[config.mk]
export PLATFORM = sky130hd
export DESIGN_NAME = orb_fill_arb
export DESIGN_NICKNAME = d
export VERILOG_FILES = /design/src/rtl/orb_fill_arb.sv
export SDC_FILE = /design/constraint.sdc
export NUM_CORES = 1
export LEC_CHECK = 0
export ABC_AREA = 1
export CAP_MARGIN = 20
export CORE_MARGIN = 4
export CORE_UTILIZATION = 35
export DETAILED_ROUTE_END_ITERATION = 7
export PLACE_DENSITY = 0.55
export SYNTH_ARGS = -nofsm -noshare
export SYNTH_HDL_FRONTEND = slang
export SYNTH_SLANG_ARGS = --single-unit
[constraint.sdc]
create_clock -name iClkOrb -period 4.8 [get_ports iClkOrb]
set_clock_uncertainty 0.2 [all_clocks]
set_input_delay 0.48 -clock iClkOrb [delete_from_list [all_inputs] [get_ports iClkOrb]]
set_output_delay 0.48 -clock iClkOrb [all_outputs]
set_load 0.01 [all_outputs]
[src/rtl/orb_fill_arb.sv]
// orb_fill_arb -- write-side scheduler for the 2 x 2**ADDR_W word ping-pong
// telemetry buffer drained by the orbit serializer.
//
// Two level-request word sources (LCB channel 1 and 2) are arbitrated into
// the half the serializer is not reading. The fill pointer is tracked per
// half. Each toggle of iSwitch swaps halves. A swap that releases a half
// before it is completely filled raises a one-cycle underrun pulse.
//
// Ports:
//   iClkOrb      clock
//   reset        asynchronous, active-low reset
//   iSwitch      reader owns half iSwitch, writer owns half ~iSwitch
//   iReq1/2      channel requests (level)
//   iVal1/2      word valid, honoured only while the matching grant is high
//   iData1/2     channel words
//   oGnt1/2      channel grants
//   oWrEn        RAM write strobe (one clock after the accepted word)
//   oWrAddr      {half, pointer}
//   oWrData      RAM write data
//   oFillCnt     words written into the current write half (0..2**ADDR_W)
//   oFull        write half complete
//   oUnderrun    one-cycle pulse on a swap of a partially filled half
//
// Handshake: a word transfers on every rising clock where oGntN=1 and
// iValN=1. There is no backpressure inside a grant; the grant itself is the
// ready signal, and it is only ever removed on a clock edge.
//
// Build option: define ORB_FILL_FIXPRIO_EN for fixed priority (channel 1
// always wins a simultaneous request). Default is round-robin.

module orb_fill_arb #(
  parameter int ADDR_W    = 11,
  parameter int DATA_W    = 12,
  parameter int BURST_LEN = 16,
  parameter int TIMEOUT   = 255
) (
  input  logic              iClkOrb,
  input  logic              reset,
  input  logic              iSwitch,
  input  logic              iReq1,
  input  logic              iReq2,
  input  logic              iVal1,
  input  logic              iVal2,
  input  logic [DATA_W-1:0] iData1,
  input  logic [DATA_W-1:0] iData2,
  output logic              oGnt1,
  output logic              oGnt2,
  output logic              oWrEn,
  output logic [ADDR_W:0]   oWrAddr,
  output logic [DATA_W-1:0] oWrData,
  output logic [ADDR_W:0]   oFillCnt,
  output logic              oFull,
  output logic              oUnderrun
);

  localparam int BW = $clog2(BURST_LEN + 1);
  localparam int TW = $clog2(TIMEOUT + 1);
  localparam logic [ADDR_W:0] FULL_CNT = {1'b1, {ADDR_W{1'b0}}};

  typedef enum logic [1:0] {S_IDLE, S_GRANT, S_GAP, S_FULL} state_t;

  state_t              r_state, w_state_nxt;
  logic                r_sw_q;
  logic                r_sw_vld;   // sw_q holds a real sample (not on first clock after reset)
  logic                r_gnt1, w_gnt1_nxt;
  logic                r_gnt2, w_gnt2_nxt;
  logic                r_last, w_last_nxt;   // 1 = channel 2 served last
  logic [ADDR_W-1:0]   r_ptr, w_ptr_nxt;
  logic [ADDR_W:0]     r_fill, w_fill_nxt;
  logic [BW-1:0]       r_burst, w_burst_nxt;
  logic [TW-1:0]       r_tmo, w_tmo_nxt;
  logic                r_wr_en, w_wr_en_nxt;
  logic [ADDR_W:0]     r_wr_addr, w_wr_addr_nxt;
  logic [DATA_W-1:0]   r_wr_data, w_wr_data_nxt;
  logic                r_full, w_full_nxt;
  logic                r_underrun, w_underrun_nxt;

  logic w_edge;
  logic w_acc1;
  logic w_acc2;
  logic w_pick2;
  logic w_req_g;

  assign w_edge  = r_sw_vld && (iSwitch != r_sw_q);
  assign w_acc1  = r_gnt1 && iVal1;
  assign w_acc2  = r_gnt2 && iVal2;
  assign w_req_g = r_gnt1 ? iReq1 : iReq2;

`ifdef ORB_FILL_FIXPRIO_EN
  assign w_pick2 = iReq2 && !iReq1;
`else
  // On a tie, serve the channel that was not served last.
  assign w_pick2 = iReq2 && (!iReq1 || !r_last);
`endif

  always_comb begin
    w_state_nxt    = r_state;
    w_gnt1_nxt     = r_gnt1;
    w_gnt2_nxt     = r_gnt2;
    w_last_nxt     = r_last;
    w_ptr_nxt      = r_ptr;
    w_fill_nxt     = r_fill;
    w_burst_nxt    = r_burst;
    w_tmo_nxt      = r_tmo;
    w_wr_en_nxt    = 1'b0;
    w_wr_addr_nxt  = r_wr_addr;
    w_wr_data_nxt  = r_wr_data;
    w_full_nxt     = r_full;
    w_underrun_nxt = 1'b0;

    if (w_edge) begin
      // Swap wins over everything: any word sampled this cycle is dropped.
      w_state_nxt    = S_IDLE;
      w_gnt1_nxt     = 1'b0;
      w_gnt2_nxt     = 1'b0;
      w_ptr_nxt      = '0;
      w_fill_nxt     = '0;
      w_full_nxt     = 1'b0;
      w_underrun_nxt = (r_fill != FULL_CNT);
    end else begin
      case (r_state)
        S_IDLE: begin
          if (iReq1 || iReq2) begin
            w_gnt1_nxt  = !w_pick2;
            w_gnt2_nxt  = w_pick2;
            w_burst_nxt = '0;
            w_tmo_nxt   = '0;
            w_state_nxt = S_GRANT;
          end
        end
        S_GRANT: begin
          if (w_acc1 || w_acc2) begin
            w_wr_en_nxt   = 1'b1;
            w_wr_addr_nxt = {~r_sw_q, r_ptr};
            w_wr_data_nxt = w_acc1 ? iData1 : iData2;
            w_fill_nxt    = r_fill + 1'b1;
            w_burst_nxt   = r_burst + 1'b1;
            w_tmo_nxt     = '0;
            // Pointer holds at the last word of the half rather than wrapping.
            if (w_fill_nxt != FULL_CNT) w_ptr_nxt = r_ptr + 1'b1;
          end else begin
            w_tmo_nxt = r_tmo + 1'b1;
          end
          // Limits are tested on the post-update counts so no extra word
          // slips in after the limit is reached.
          if ((w_burst_nxt == BW'(BURST_LEN)) || (w_fill_nxt == FULL_CNT) ||
              (w_tmo_nxt == TW'(TIMEOUT)) || !w_req_g) begin
            w_gnt1_nxt = 1'b0;
            w_gnt2_nxt = 1'b0;
            w_last_nxt = r_gnt2;
            if (w_fill_nxt == FULL_CNT) begin
              w_state_nxt = S_FULL;
              w_full_nxt  = 1'b1;
            end else begin
              w_state_nxt = S_GAP;
            end
          end
        end
        S_GAP:   w_state_nxt = S_IDLE;
        S_FULL:  w_state_nxt = S_FULL;
        default: w_state_nxt = S_IDLE;
      endcase
    end
  end

  always_ff @(posedge iClkOrb or negedge reset) begin
    if (!reset) begin
      r_state    <= S_IDLE;
      r_sw_q     <= 1'b0;
      r_sw_vld   <= 1'b0;
      r_gnt1     <= 1'b0;
      r_gnt2     <= 1'b0;
      r_last     <= 1'b1;
      r_ptr      <= '0;
      r_fill     <= '0;
      r_burst    <= '0;
      r_tmo      <= '0;
      r_wr_en    <= 1'b0;
      r_wr_addr  <= '0;
      r_wr_data  <= '0;
      r_full     <= 1'b0;
      r_underrun <= 1'b0;
    end else begin
      r_state    <= w_state_nxt;
      r_sw_q     <= iSwitch;
      r_sw_vld   <= 1'b1;
      r_gnt1     <= w_gnt1_nxt;
      r_gnt2     <= w_gnt2_nxt;
      r_last     <= w_last_nxt;
      r_ptr      <= w_ptr_nxt;
      r_fill     <= w_fill_nxt;
      r_burst    <= w_burst_nxt;
      r_tmo      <= w_tmo_nxt;
      r_wr_en    <= w_wr_en_nxt;
      r_wr_addr  <= w_wr_addr_nxt;
      r_wr_data  <= w_wr_data_nxt;
      r_full     <= w_full_nxt;
      r_underrun <= w_underrun_nxt;
    end
  end

  assign oGnt1     = r_gnt1;
  assign oGnt2     = r_gnt2;
  assign oWrEn     = r_wr_en;
  assign oWrAddr   = r_wr_addr;
  assign oWrData   = r_wr_data;
  assign oFillCnt  = r_fill;
  assign oFull     = r_full;
  assign oUnderrun = r_underrun;

endmodule

* After elaboration in Yosys (flattened, before gate mapping) *
Cells that the tools add are included.

word-level totals
  register bits after elaboration = 70
  input bits = 31
  output and inout bits = 41
  logic and storage cells = 103

operators by class
  add/sub/neg operators = 4
  eq/ne operators = 12
  muxes and demuxes = 41
  bitwise gates (word level) = 2
  reduce and logical (&&, ||, !) cells = 29

operators by type and width
  operator               number
  $mux 12                6
  $mux 11                4
  $mux 8                 4
  $ne 12x12->1 const B   2
  $mux 5                 4
  $reduce_and 3->1       6
  $pmux 8 s2             1
  $mux 1                 15
  $add 12x1->12 const B  1
  $eq 12x12->1 const B   1
  $reduce_bool 2->1      6
  $add 11x1->11 const B  1
  $pmux 5 s2             1
  $add 8x1->8 const B    1
  $eq 8x8->1 const B     1
  $pmux 2 s4             1
  $logic_or 1x1->1       6
  $mux 2                 3
  $ne 3x3->1 const B     2
  $add 5x1->5 const B    1
  $eq 5x5->1 const B     1
  $eq 2x2->1 const B     2
  $logic_and 1x1->1      4
  $logic_not 1->1        4
  8 further kinds        10

* Logic depth before layout (Yosys ltp) *
  depth after elaboration = 12
  depth in mapped cells = 17
  depth with buffers taken out = 15

* Worst setup path after synthesis *
Ideal clock, no wire load.

  path kind = register to register
  start point = register r_fill[1], in the netlist oFillCnt[1]
  end point = register r_ptr[7]
  library setup time = 0.120 ns
  arrival = 1.771 ns
  data required time = 4.480 ns
  slack = 2.709 ns
  stages on the path, launching flop included = 12
  buffers on the path = 1
  clock period less this slack = 2.091 ns
  cell sequence = dfrtp_1 -> ha_1 -> nand3_2 -> nor2_2 -> nand3_1 -> a21oi_2 -> nand4_2 -> nand2_2 -> nand2_4 -> buf_6 -> nand2_2 -> o21ai_2

on the way
  word-level cells in the longest chain between the ends = 4

ends and longest elaborated chain
  element                             RTL line  source
  start, declared                     69        logic [ADDR_W:0] r_fill, w_fill_nxt;
  start signal, assigned              191       r_fill <= w_fill_nxt;
  $add 12x1->12                       136       w_fill_nxt = r_fill + 1'b1;
  $ne 12x12->1                        140       if (w_fill_nxt != FULL_CNT) w_ptr_nxt = r_ptr + 1'b1;
  $reduce_bool 2->1 (no source line)  n/a
  $reduce_and 3->1 (no source line)   n/a
  end signal, assigned                190       r_ptr <= w_ptr_nxt;
  end, declared                       68        logic [ADDR_W-1:0] r_ptr, w_ptr_nxt;

Every way passes these cells.
A chain may end at the register's enable or synchronous reset.

* Final worst setup path *
  start point = input port iSwitch
  end point = register r_wr_addr[11], in the netlist oWrAddr[11]

on the way
  word-level cells in the longest chain between the ends = 4

ends and longest elaborated chain
  element                            RTL line  source
  start, declared                    39        input logic iSwitch,
  $ne 1x1->1                         84        assign w_edge = r_sw_vld && (iSwitch != r_sw_q);
  $logic_and 1x1->1                  84
  $not 1->1 (no source line)         n/a
  $reduce_and 3->1 (no source line)  n/a
  end signal, assigned               195       r_wr_addr <= w_wr_addr_nxt;
  end, declared                      73        logic [ADDR_W:0] r_wr_addr, w_wr_addr_nxt;

Every way passes these cells.

==> qor.yml <==
synthesis:
  ys_ff_latch: 70
  ys_types: 36
  ys_async_sr_fraction: 1.00
  synth-main-ff-cell: "dfrtp_1"
  avgSynthCellArea_sq_um: 7.61
  ys_seq_area_frac: 0.442
  synth_area_sq_um: 3970
  synthCells: 521
  syn_nets: 558
  yosysWarnings: 0
  synth_edf_count: 0
sta:
  slew_viol_final: 0
  slew_headroom: 0.374
  min_period_ps: 3090
  tightest_slew_ps: 935
  worst_slack_ps: 1710
  rsz0062_at_grt: "false"
  fin_crit_sh: 0.643
  fin_tns_setup_ps: 0
  setup_violations: 0
  fmax_mhz: 324
  hold_viol: 0
global_route:
  grt_max_degree: 41
  grt_overflow: 0
  antenna_found_initial: 0
  grtUsageTotal: 0.160
  grt_pass1_wl_mm: 17.0
  grt_pass1_vias: 3494
clocking:
  clock_path_buffers: 2
  clk_pin_slew_ps: 60
  h-tree-depth: 3
  cts_root_buffer: "clkbuf_16"
  insertion_delay_ps: 330
  post_cts_resized: 0
  post_cts_buffers: 0
  cts_inserted_buffers: 9
  cts_tree: "done"
  cts_hold_buf: 0
  cts.sinks: 70
setup_path:
  worst-setup-path-type: "primary input to flop"
  r2r_start: "r_sw_q$_DFF_PN0_"
  worstPathMaxFanout: 26
  cp.arrival_ps: 3090
  cp-end-kind: "flop"
  critPathLaunchType: "primary input"
  worstPathRequired_ps: 4800
  cp-startpoint: "iSwitch"
die:
  initial_utilization: 0.361
  ios: 72
  core-area_sq_um: 11000
  rows: 38
  die_height_um: 114
  die-area_sq_um: 13100
  die_x_um: 114
detailed_routing:
  drcViolationCount: 0
  finalWirelength_mm: 10.2
  vias: 3657
  ant_nets: 0
  viasPerCell: 5.00
  drtIter0Drc: 188
  wl_per_cell_um: 13.9
  drt_first_pass_iters: 4
finish:
  post-route-util: 0.463
  syn_to_final_growth_pct: 28.2
  finalNetCount: 623
  fill_cells: 1064
  drive_gt1_frac: 0.0880
  diodes: 0
  fin_cells: 731
power_and_ir_drop:
  powerDensity_nw_per_um2: 566
  p_leak_nw: 2.24
  vdd_ir_drop_max_mv: 0.221
  power_mw: 2.88
placed_design:
  dp_cells: 715
  gp_congestion: 0.862
  hpwl_mm: 7.31
  dp_slack_ps: 1340
  io_buffers: 71
hold_path:
  hold_class: "primary input to async pin"
outcome:
  status: "finished clean"
flow_run:
  drv_cap: 0
## path summary, 6_finish.rpt
kind	slack (ps)	depth (start not counted)	endpoint
worst max-delay path	1710	12	oWrAddr[11]$_DFFE_PN0P_
worst min-delay path	10	1	r_tmo[4]$_DFFE_PN0P_
worst max register to register	1960	10	oWrAddr[11]$_DFFE_PN0P_
worst min register to register	270	2	r_last$_DFFE_PN1P_
max in group asynchronous	3380	2	oWrAddr[4]$_DFFE_PN0P_
min in group iClkOrb	270	2	r_last$_DFFE_PN1P_
## power by group
group	internal (mW)	switching (mW)	leakage, nW
clock	0.472	0.262	0.155
sequential	0.785	0.182	0.907
combinational	0.509	0.670	1.18
total	1.77	1.11	2.24
## final cells by class
cell class	count	area (sq um)	share of cell area
Tap cell	140	175	0.0344
Clock inverter	6	92.6	0.0182
Sequential cell	70	1750	0.345
Inverter	55	209	0.0411
Timing Repair Buffer	72	713	0.140
Clock buffer	10	239	0.0470
Multi-Input combinational cell	378	1900	0.374
## logic make-up (layout without fill, tap and decap cells)
group,Yosys count,in the layout,share of synthesized area
xor gates and xnor gates,7,7,0.0155
AOI/OAI and AO/OA,79,79,0.121
DFF,70,70,0.442
buffers and inverters,73,143,0.0792
other,1,1,0.000946
adders and majority gates,6,6,0.0189
and+or+nand+nor,285,285,0.322
## Yosys cell counts (2+ instances only)
library cell,number,area share
nand3_2,2,0.0050
dfrtp_1,69,0.44
nor4_1,5,0.0079
inv_2,3,0.0028
nor2_4,2,0.0057
nand4_1,12,0.019
o21ai_0,30,0.038
nand2_1,137,0.13
nor2_1,52,0.049
buf_6,3,0.0085
inv_1,51,0.048
nand3_1,54,0.068
ha_1,6,0.019
xor2_1,6,0.013
nor3_1,6,0.0076
a31oi_1,12,0.019
o21ai_2,8,0.018
nand2_2,4,0.0063
clkbuf_1,7,0.0066
nor2_2,5,0.0079
o21ai_1,5,0.0063
o22ai_1,13,0.021
nand2_4,3,0.0085
buf_2,6,0.0076
a21oi_1,8,0.010
buf_4,2,0.0038
## critical path, stage by stage
cell and delay (ps):
clkdlybuf4s50_1 490, nand2_1 50, nand2_1 50, nor2_1 140
nor2_1 120, inv_1 70, nor2_2 430, inv_2 270
nor2_4 490, inv_2 270, nand2_1 110, o21ai_0 90
## placed cells by master, fill, tap and decap left out, types with 8 or more instances in the layout
master           Yosys  layout
nand2_1            137     137
clkdlybuf4s50_1      0      70
dfrtp_1             69      69
nand3_1             54      54
nor2_1              52      52
inv_1               51      51
o21ai_0             30      30
o22ai_1             13      13
nand4_1             12      12
a31oi_1             12      12
clkbuf_16            0       9
a21oi_1              8       8
o21ai_2              8       8
## metal layers
layer / GRT usage / share of wire
met1: 0.232 / 0.50
met2: 0.237 / 0.43
met3: 0.0333 / 0.063
met4: 0.0538 / 0.011
met5: 0 / 0
## stage by stage
stage / cell area, sq um / hold WS [ps]
5_1_grt: 5080 / 64.9
3_5_place_dp: 4750 / 256
4_1_cts: 5080 / 32.7
2_1_floorplan: 3970 / -15.6
6_report: 5080 / 13.6
3_3_place_gp: 4750 / 258
## sequential cells by signal, summed over array words and instances (netlist names), 2 cells and up
signal    flops
r_tmo         8
r_ptr        11
oWrAddr      12
oFillCnt     12
oWrData      12
r_state       2
r_burst       5
Power figures use the tool's default switching activity.
